===== src/rtl/lsu_apb.sv =====
// Load/store unit bridging a single CPU request to an APB-style bus.
// Handles lane strobes, store replication, load extraction/extension and a wait timeout.
module lsu_apb #(
  parameter int ADDR_WIDTH = 32,
  parameter int DATA_WIDTH = 32,
  parameter int TIMEOUT    = 16
) (
  input  logic                    pclk,
  input  logic                    prst,
  input  logic                    cpu_req,
  input  logic                    cpu_we,
  input  logic [ADDR_WIDTH-1:0]   cpu_addr,
  input  logic [DATA_WIDTH-1:0]   cpu_wdata,
  input  logic [1:0]              cpu_size,
  input  logic                    cpu_unsigned,
  output logic                    cpu_busy,
  output logic                    cpu_done,
  output logic [DATA_WIDTH-1:0]   cpu_rdata,
  output logic                    cpu_err,
  output logic [ADDR_WIDTH-1:0]   paddr,
  output logic [DATA_WIDTH-1:0]   pdata,
  input  logic [DATA_WIDTH-1:0]   prdata,
  output logic                    psel,
  output logic                    penable,
  output logic                    pwrite,
  output logic [DATA_WIDTH/8-1:0] pstb,
  input  logic                    pready,
  input  logic                    perr
);

  localparam int STRB_W = DATA_WIDTH / 8;
  localparam int CNT_W  = (TIMEOUT > 1) ? $clog2(TIMEOUT + 1) : 1;

  localparam logic [1:0] ST_IDLE   = 2'd0;
  localparam logic [1:0] ST_SETUP  = 2'd1;
  localparam logic [1:0] ST_ACCESS = 2'd2;

  logic [1:0]            state_r;
  logic [1:0]            size_r;
  logic                  unsigned_r;
  logic [CNT_W-1:0]      tmo_cnt_r;
  logic                  fin_r;
  logic                  fin_err_r;
  logic [DATA_WIDTH-1:0] fin_data_r;

  logic                  illegal_s;
  logic [STRB_W-1:0]     req_strb_s;
  logic [DATA_WIDTH-1:0] req_data_s;
  logic [DATA_WIDTH-1:0] shifted_s;
  logic [DATA_WIDTH-1:0] load_data_s;
  logic                  tmo_hit_s;
  logic                  accept_s;

  // Request decode: legality, lane strobes and replicated store data.
  always_comb begin
    illegal_s  = 1'b0;
    req_strb_s = '0;
    req_data_s = cpu_wdata;
    case (cpu_size)
      2'b00: begin
        req_strb_s = STRB_W'(1'b1) << cpu_addr[1:0];
        req_data_s = {(DATA_WIDTH/8){cpu_wdata[7:0]}};
      end
      2'b01: begin
        illegal_s  = cpu_addr[0];
        req_strb_s = STRB_W'(2'b11) << cpu_addr[1:0];
        req_data_s = {(DATA_WIDTH/16){cpu_wdata[15:0]}};
      end
      2'b10: begin
        illegal_s  = (cpu_addr[1:0] != 2'b00);
        req_strb_s = '1;
        req_data_s = cpu_wdata;
      end
      default: begin
        illegal_s  = 1'b1;
        req_strb_s = '0;
        req_data_s = cpu_wdata;
      end
    endcase
  end

  // Load extraction: align the addressed lane to bit 0, then extend.
  always_comb begin
    shifted_s = prdata >> {paddr[1:0], 3'b000};
    case (size_r)
      2'b00: begin
        if (unsigned_r) begin
          load_data_s = {{(DATA_WIDTH-8){1'b0}}, shifted_s[7:0]};
        end else begin
          load_data_s = {{(DATA_WIDTH-8){shifted_s[7]}}, shifted_s[7:0]};
        end
      end
      2'b01: begin
        if (unsigned_r) begin
          load_data_s = {{(DATA_WIDTH-16){1'b0}}, shifted_s[15:0]};
        end else begin
          load_data_s = {{(DATA_WIDTH-16){shifted_s[15]}}, shifted_s[15:0]};
        end
      end
      default: load_data_s = shifted_s;
    endcase
  end

  // Requests are refused while a completion is still being reported so done never stretches.
  assign accept_s  = cpu_req && !fin_r && !cpu_done;
  assign tmo_hit_s = (TIMEOUT != 0) && !pready && (tmo_cnt_r == CNT_W'(TIMEOUT - 1));

  // Bus FSM, request capture and the one-cycle-delayed completion report.
  always_ff @(posedge pclk or posedge prst) begin
    if (prst) begin
      state_r    <= ST_IDLE;
      size_r     <= 2'b00;
      unsigned_r <= 1'b0;
      tmo_cnt_r  <= '0;
      fin_r      <= 1'b0;
      fin_err_r  <= 1'b0;
      fin_data_r <= '0;
      cpu_busy   <= 1'b0;
      cpu_done   <= 1'b0;
      cpu_err    <= 1'b0;
      cpu_rdata  <= '0;
      paddr      <= '0;
      pdata      <= '0;
      psel       <= 1'b0;
      penable    <= 1'b0;
      pwrite     <= 1'b0;
      pstb       <= '0;
    end else begin
      fin_r    <= 1'b0;
      cpu_done <= fin_r;
      if (fin_r) begin
        cpu_err   <= fin_err_r;
        cpu_rdata <= fin_data_r;
      end else begin
        cpu_err   <= 1'b0;
        cpu_rdata <= '0;
      end

      case (state_r)
        ST_IDLE: begin
          if (accept_s) begin
            paddr      <= cpu_addr;
            pdata      <= req_data_s;
            pwrite     <= cpu_we;
            pstb       <= req_strb_s;
            size_r     <= cpu_size;
            unsigned_r <= cpu_unsigned;
            if (illegal_s) begin
              fin_r      <= 1'b1;
              fin_err_r  <= 1'b1;
              fin_data_r <= '0;
            end else begin
              state_r  <= ST_SETUP;
              psel     <= 1'b1;
              cpu_busy <= 1'b1;
            end
          end
        end
        ST_SETUP: begin
          state_r   <= ST_ACCESS;
          penable   <= 1'b1;
          tmo_cnt_r <= '0;
        end
        ST_ACCESS: begin
          if (pready) begin
            state_r   <= ST_IDLE;
            psel      <= 1'b0;
            penable   <= 1'b0;
            cpu_busy  <= 1'b0;
            fin_r     <= 1'b1;
            fin_err_r <= perr;
            if (perr || pwrite) begin
              fin_data_r <= '0;
            end else begin
              fin_data_r <= load_data_s;
            end
          end else if (tmo_hit_s) begin
            state_r    <= ST_IDLE;
            psel       <= 1'b0;
            penable    <= 1'b0;
            cpu_busy   <= 1'b0;
            fin_r      <= 1'b1;
            fin_err_r  <= 1'b1;
            fin_data_r <= '0;
          end else begin
            tmo_cnt_r <= tmo_cnt_r + CNT_W'(1'b1);
          end
        end
        default: begin
          state_r  <= ST_IDLE;
          psel     <= 1'b0;
          penable  <= 1'b0;
          cpu_busy <= 1'b0;
        end
      endcase
    end
  end

endmodule

===== config.mk =====
export PLATFORM = sky130hd
export DESIGN_NAME = lsu_apb
export DESIGN_NICKNAME = d
export VERILOG_FILES = /design/src/rtl/lsu_apb.sv
export SDC_FILE = /design/constraint.sdc
export NUM_CORES = 1
export LEC_CHECK = 0
export ABC_AREA = 1
export CELL_PAD_IN_SITES_DETAIL_PLACEMENT = 1
export CELL_PAD_IN_SITES_GLOBAL_PLACEMENT = 2
export CORE_MARGIN = 2
export CORE_UTILIZATION = 26
export CTS_CLUSTER_SIZE = 8
export DETAILED_ROUTE_END_ITERATION = 7
export PLACE_DENSITY_LB_ADDON = 0.1
export SLEW_MARGIN = 20
export SYNTH_ARGS = -nofsm -noshare
export SYNTH_HDL_FRONTEND = slang
export SYNTH_SLANG_ARGS = --single-unit

===== constraint.sdc =====
create_clock -name pclk -period 5.94 [get_ports pclk]
set_clock_uncertainty 0.1 [all_clocks]
set_input_delay 0.594 -clock pclk [delete_from_list [all_inputs] [get_ports pclk]]
set_output_delay 0.594 -clock pclk [all_outputs]
set_load 0.01 [all_outputs]

==> results of run 1 <==
[logic make-up (layout without fill, tap and decap cells)]
family | count (synthesis) | after routing
adders and majority gates | 2 | 2
AOI/OAI and AO/OA | 90 | 90
buffers and inverters | 106 | 312
and+or+nand+nor | 475 | 475
DFF | 149 | 149
[final timing paths]
| check | from | to | slack [ps] |
|---|---|---|---|
| max in group asynchronous | prst | fin_data_r[10] | 4220 |
| hold / removal | fin_data_r[3] | cpu_rdata[3] | 360 |
| setup / recovery | cpu_req | pdata[26] | 3080 |
| hold reg to reg | fin_data_r[3] | cpu_rdata[3] | 360 |
| min in group asynchronous | prst | psel | 440 |
| setup reg to reg | state_r[1] | pdata[26] | 3220 |
[through the flow]
stage	instance area (µm²)	hold slack [ps]	power, mW	setup WS [ps]
floorplan	6650	249	2.74	1240
global placement	8980	349	3.62	2650
detailed placement	8980	348	3.62	2600
CTS	9550	367	4.74	3060
global route	9550	388	5.03	2870
finish	9550	362	4.63	3080
[power by group through the flow]
stage	Combinational (mW)	Sequential, mW	Clock (mW)
finish	1.94	1.63	1.07
global route	2.20	1.68	1.15
CTS	1.99	1.63	1.11
detailed placement	1.98	1.64	0
global placement	1.97	1.64	0
floorplan	1.03	1.70	0
[per-layer routing]
| layer | GRT usage | vias up | share of wire |
|---|---|---|---|
| li1 | - | 2938 | - |
| met1 | 0.214 | 2791 | 0.47 |
| met2 | 0.258 | 145 | 0.44 |
| met3 | 0.0710 | 8 | 0.090 |
| met4 | 0.0351 | 0 | 0.0060 |
| met5 | 0 | - | 0 |
[state kept, by name, indices dropped and copies added, names as in the netlist, 2 cells and up]
register    cells
pdata          32
pstb            4
size_r          2
cpu_rdata      32
state_r         2
paddr          32
fin_data_r     32
tmo_cnt_r       5
[layout make-up]
type,count,area [µm²],share of cell area
clock buffers,17,425,0.0445
clock inverters,15,145,0.0152
inverters,61,244,0.0256
multi-input cells,567,2420,0.254
flip-flops and latches,149,3730,0.390
well taps,330,413,0.0432
repair buffers,219,2170,0.227
[cell usage in the layout, fill, tap and decap left out, drive strengths merged]
| master | netlist | final |
|---|---|---|
| clkinvlp | 0 | 1 |
| nor2 | 31 | 31 |
| buf | 35 | 9 |
| a31oi | 19 | 19 |
| o22ai | 1 | 1 |
| nand2 | 402 | 402 |
| ha | 2 | 2 |
| nor3 | 1 | 1 |
| nand3b | 1 | 1 |
| clkdlybuf4s50 | 0 | 210 |
| nand3 | 40 | 40 |
| o21ai | 40 | 40 |
| bufinv | 0 | 1 |
| dfrtp | 149 | 149 |
| inv | 60 | 67 |
| o211ai | 1 | 1 |
| clkinv | 1 | 7 |
| clkbuf | 10 | 17 |
| a21oi | 25 | 25 |
| a22oi | 4 | 4 |
[worst reg2reg max path: cells and delay by family (launching register included)]
family | cells | cell delay, ps
buf+inv | 3 | 1500
simple gates | 3 | 440
flops | 1 | 420
compound gates | 1 | 170
==> flow_summary.ini, run 1 <==
[min_path]
hold_class = reg2reg
holdPathStages = 2

[worst_setup_path]
worst-path-stages = 9
crit_path_max_fanout = 66
crit_chain = clkdlybuf4s50_1, nand2_1, nor2_2, nand2_2, buf_4, inv_2, buf_4, nor2_1, a31oi_1
cp_slowest_cell = inv_2
cp_slowest_stage_delay_ps = 570
critPathCaptureType = register
critPathBufInv = 4
worstSetupPathType = in2reg
cp.required_ps = 6170
critPathArrivalTime_ps = 3090
reg2regPathDepth = 7
worst_setup_path_start_kind = primary input
crit_family = buffers and inverters
crit_top_cell = buf_4

[clock_tree]
postCtsHoldBufs = 0
cts_resized = 0
cts-root-buf = clkbuf_16
cts_setup_buffers = 0
ctsLongestPathBuffers = 2
cts_tree = built
cts_buffers = 17
insertion_delay_ps = 420
clk_pin_slew_ps = 60
htreeDepth = 4
clock_sinks = 149

[placed_design]
hpwl_um = 14600
dp.cells = 1326
numPortBuffers = 210
finalWeightedCongestion = 0.716

[cells_and_area]
final_cells = 1358
drive_gt1_frac = 0.0574
area_delta_synth_final_pct = 43.5
fin_util = 0.379
diodes = 0
fin_nets = 1122
nFillCells = 2965

[synth]
ys_warn_count = 0
yosysMostFrequentCell = nand2_1
synth_top_family_by_area = simple AND/OR/NAND/NOR gates
synth_xor_area_frac = 0
yosys.area.top_type = dfrtp_1
syn_area_um2 = 6650
synth_fp_nets = 929
synth_top_area_frac = 0.560
synth.distinct_cells = 29
synth_compound_area_frac = 0.0733
ys_top_cells_by_count = 396 x nand2_1, 149 x dfrtp_1, 56 x inv_1
seq_area_frac_synth = 0.560
syn_inst = 822
synth_edf_count = 0
synth-simple-area-share = 0.287
avgSynthCellArea_um2 = 8.09
synth_ff_type = dfrtp_1
synth_area_leaders = dfrtp_1 56%, nand2_1 22%, inv_1 3.2%
async_reset_ff_frac = 1.00
ys_ff_latch = 149
muxShareOfSynthArea = 0
synth-adder-area-share = 0.00376

[route]
drc = 0
ant_nets = 0
routed_via_density = 4.33
first_pass_iters = 4
first_iter_violations = 253
routedWlPerCell_um = 15.5
routed_wl_um = 21100
dr_total_vias = 5882

[run_status]
outcome = completed

[floorplan]
core_um2 = 25200
dieArea_um2 = 26900
die_w_um = 164
die_h_um = 164
ioPinCount = 211
initial_core_util = 0.264
row_count = 58

[sta]
max_freq_ghz = 0.350
finalSetupViolCount = 0
maxSlewViolCount = 0
maxSlewHeadroom = 0.469
rsz0062_at_grt = false
worst_pin_slew_ps = 794
fin_crit_ps = 2860
fin_crit_sh = 0.482
finalHoldViolCount = 0
fin_tns_setup_ps = 0

[global_routing]
grt_pass1_vias = 6438
grt.overflow.total = 0
grt_first_pass_wirelength_um = 34700
track_usage = 0.165
antenna_found_initial = 0
grt_max_degree = 67

[power]
power_frac_comb = 0.419
power_frac_clock = 0.230
seq_power_share = 0.351
leakagePower_nw = 4.81
p_int_mw = 2.83
switching_share = 0.390
ir_worst_vdd_v = 0.000161
p_per_area_nw_per_um2 = 485
switching_power_mw = 1.81

[job]
drv_cap = 0
No activity file was read; power rests on OpenSTA's default activity.
==> inputs of run 2 (changes only) <==
clock period = 2.7 ns   (was 5.94 ns; I/O delays follow)
==> flow_summary.ini, run 2 (same netlist as run 1, synthesis figures left out) <==
[run_status]
outcome = completed

[sta]
fin_tns_setup_ps = 0
maxSlewViolCount = 0
fin_crit_sh = 0.771
rsz0062_at_grt = false
max_freq_ghz = 0.480
maxSlewHeadroom = 0.420
worst_pin_slew_ps = 867
fin_crit_ps = 2080
finalHoldViolCount = 0
finalSetupViolCount = 0

[worst_setup_path]
cp_slowest_stage_delay_ps = 390
cp_slowest_cell = dfrtp_1
crit_family = simple AND/OR/NAND/NOR gates
crit_chain = ha_1, nand2_1, nor2_1, ha_1, o21ai_0, nand2_1, nand2_4, nand2_1, o21ai_0
critPathArrivalTime_ps = 2320
cp.required_ps = 2940
worstSetupPathType = reg2reg
critPathBufInv = 0
crit_top_cell = nand2_1
crit_path_max_fanout = 35
worst_setup_path_start_kind = register
critPathCaptureType = register

[placed_design]
numPortBuffers = 210
hpwl_um = 14800
placed_area_um2 = 9060
dp.cells = 1332
finalWeightedCongestion = 0.733

[route]
dr_total_vias = 5863
first_pass_iters = 4
drc = 0
routed_via_density = 4.30
routed_wl_um = 21200
ant_nets = 0
routedWlPerCell_um = 15.5
first_iter_violations = 240

[floorplan]
initial_core_util = 0.264
core_um2 = 25200
die_h_um = 164
row_count = 58
die_w_um = 164
ioPinCount = 211
dieArea_um2 = 26900

[cells_and_area]
fin_nets = 1128
drive_gt1_frac = 0.0629
final_common_cell = nand2_1
final_cells = 1364
design_area_um2 = 9640
diodes = 0
layout_common_cells = 395 x nand2_1, 210 x clkdlybuf4s50_1, 149 x dfrtp_1
area_delta_synth_final_pct = 44.9

[global_routing]
grt_max_degree = 100
antenna_found_initial = 0
grt.overflow.total = 0
grt_pass1_vias = 6340
track_usage = 0.164
grt_first_pass_wirelength_um = 34400

[clock_tree]
cts_buffers = 17
clock_sinks = 149
clk_pin_slew_ps = 70
cts_setup_buffers = 0
ctsLongestPathBuffers = 2
cts_resized = 0
cts_tree = built
htreeDepth = 4
insertion_delay_ps = 420
cts-root-buf = clkbuf_16
postCtsHoldBufs = 0

[power]
seq_power_share = 0.341
ir_worst_vdd_v = 0.000402
power_frac_comb = 0.429
leakagePower_nw = 4.84
p_per_area_nw_per_um2 = 1070
p_int_mw = 6.32
switching_share = 0.387
power_frac_clock = 0.230
switching_power_mw = 3.99

[min_path]
hold_class = in2async

[job]
drv_cap = 0
run 2: cell count changes in the layout (fill, tap and decap cells not counted), sizes merged:
cell,previous run,this run
buf,9,15
clkinv,7,4
clkinvlp,1,4
clkbuf,17,18
inv,67,66
run 2: worst paths after layout:
check / end / slack [ps] / start / cells after the start
min: pstb[0] / 270 / prst / 3
max in group asynchronous: cpu_rdata[4] / 1730 / prst / 3
min reg2reg: cpu_rdata[18] / 360 / fin_data_r[18] / 2
min in group pclk: paddr[20] / 280 / cpu_addr[20] / 3
max: fin_data_r[6] / 620 / tmo_cnt_r[0] / 9
max reg2reg: fin_data_r[6] / 620 / tmo_cnt_r[0] / 9
run 2: worst register-to-register path, cell delays in order (launching register included):
cell	delay [ps]
dfrtp_1	390
ha_1	220
nand2_1	100
nor2_1	50
ha_1	200
o21ai_0	270
nand2_1	140
nand2_4	340
nand2_1	100
o21ai_0	90
run 2: through the flow:
step | power (mW) | util | setup WS (ps) | hold WS, ps
after floorplan | 6.02 | - | 455 | 249
after global placement | 8.07 | 0.360 | 437 | 347
after detailed placement | 8.09 | 0.360 | 388 | 355
after CTS | 10.6 | 0.383 | 546 | 260
after global routing | 11.2 | 0.383 | 363 | 271
final | 10.3 | 0.383 | 618 | 269
run 2: area by class of cell:
cell class | count | area [µm²]
inverters | 61 | 243
fillers | 2966 | 15500
clock inverters | 14 | 141
repair buffers | 225 | 2250
clock buffers | 18 | 439
flip-flops and latches | 149 | 3730
well taps | 330 | 413
multi-input cells | 567 | 2420
run 2: power by group through the flow:
stage	Sequential, mW	Clock [mW]	Combinational, mW
floorplan	3.75	0	2.28
global placement	3.56	0	4.51
detailed placement	3.56	0	4.53
CTS	3.54	2.46	4.56
global route	3.65	2.54	4.98
finish	3.52	2.37	4.42
run 2: metal layers:
layer  global-route usage  wire length [µm]
met1                0.211              9620
met2                0.258              9480
met3               0.0705              1930
met4               0.0359               128
met5                    0                 0
==> inputs of run 3 (changes only) <==
CORE_UTILIZATION = 24   (was 26)
clock period = 1.9 ns   (was 2.7 ns; I/O delays follow)
==> flow_summary.ini, run 3 (same netlist as run 1, synthesis figures left out) <==
[clock_tree]
cts_buffers = 17
ctsLongestPathBuffers = 2
cts_tree = built
htreeDepth = 4
insertion_delay_ps = 420
clock_sinks = 149
clk_pin_slew_ps = 70
cts-root-buf = clkbuf_16

[cells_and_area]
design_area_um2 = 9970
fin_nets = 1148
final_cells = 1426
final_common_cell = nand2_1
layout_common_cells = 395 x nand2_1, 210 x clkdlybuf4s50_1, 148 x dfrtp_1
area_delta_synth_final_pct = 49.9
fin_util = 0.368
drive_gt1_frac = 0.0806
diodes = 0

[placed_design]
place_ws_ps = -22.0
hpwl_um = 16000
numPortBuffers = 210
finalWeightedCongestion = 0.754
dp.cells = 1392
placed_area_um2 = 9350

[floorplan]
die_h_um = 171
core_um2 = 27100
die_w_um = 171
row_count = 60
initial_core_util = 0.246
ioPinCount = 211
dieArea_um2 = 29100

[global_routing]
grt_pass1_vias = 6551
grt_max_degree = 65
grt_first_pass_wirelength_um = 36100
track_usage = 0.160
antenna_found_initial = 0
grt.overflow.total = 0

[route]
drc = 0
routed_wl_um = 22100
routedWlPerCell_um = 15.5
first_iter_violations = 329
routed_via_density = 4.19
first_pass_iters = 4
dr_total_vias = 5978
ant_nets = 0

[worst_setup_path]
cp_slowest_stage_delay_ps = 580
critPathCaptureType = output pin
worstSetupPathType = reg2out
crit_path_max_fanout = 11
worst_setup_path_start_kind = register
crit_chain = buf_4, clkdlybuf4s50_1
critPathArrivalTime_ps = 1540
cp_slowest_cell = clkdlybuf4s50_1
cp.required_ps = 1610

[sta]
finalHoldViolCount = 0
max_freq_ghz = 0.545
worst_pin_slew_ps = 669
maxSlewViolCount = 0
fin_ws_ps = 65.3
fin_crit_sh = 0.966
finalSetupViolCount = 0
fin_crit_ps = 1830
rsz0062_at_grt = false
maxSlewHeadroom = 0.554

[job]
drv_cap = 0

[power]
p_per_area_nw_per_um2 = 1530
ir_worst_vdd_v = 0.000530
leakagePower_nw = 4.99

[min_path]
hold_class = in2reg

[run_status]
outcome = completed
## run 3: cell count changes in the layout (fill, tap and decap cells not counted), sizes merged
cell         previous run  this run
buf                    15        34
clkinvlp                4         2
bufinv                  1         2
dlygate4sd3             0         1
inv                    66        67
## run 3: path summary, 6_finish.rpt
kind | from | end | slack (ps) | cells after the start
setup / recovery | paddr[1] | paddr[1] | 70 | 2
max in group asynchronous | prst | paddr[22] | 620 | 4
setup reg to reg | tmo_cnt_r[0] | fin_data_r[1] | 150 | 10
hold / removal | cpu_addr[14] | paddr[14] | 190 | 3
hold reg to reg | fin_data_r[9] | cpu_rdata[9] | 360 | 2
min in group asynchronous | prst | pwrite | 500 | 3
## run 3: final cells by class
cell class,count,area [µm²]
well taps,372,465
repair buffers,245,2510
fillers,3189,17100
clock buffers,18,439
flip-flops and latches,149,3730
multi-input cells,567,2420
inverters,61,243
clock inverters,14,165
## run 3: timing repair
action,4_1_cts,5_1_grt
endpoints found under the hold margin,2,0
endpoints found under the setup margin,1,33
pin swaps,0,1
setup buffers,1,0
hold buffers,1,0
cloned,0,0
gates resized for setup,2,1
## run 3: per-layer routing
layer	up-vias	GRT usage	wire length (µm)
met1	2817	0.207	10200
li1	2996	-	-
met4	0	0.0379	210
met5	-	0	0
met2	153	0.250	9820
met3	12	0.0641	1890
## run 3: power by group
group / switching, mW / internal, mW
clock network: 1.51 / 2.02
registers: 0.671 / 4.35
logic: 3.62 / 3.05
total: 5.80 / 9.42
## run 3: metrics by stage
stage / setup TNS [ps] / hold WS (ps) / total power [mW]
global placement: 0 / 354 / 11.8
global route: 0 / 183 / 16.5
finish: 0 / 194 / 15.2
detailed placement: -22.0 / 352 / 11.8
CTS: 0 / 174 / 15.6
floorplan: -39480 / 200 / 8.56
## run 3: critical path: cells and delay by family (launching register included)
| kind | cells | cell delay [ps] |
|---|---|---|
| buffers and inverters | 2 | 780 |
| flip-flops | 1 | 340 |
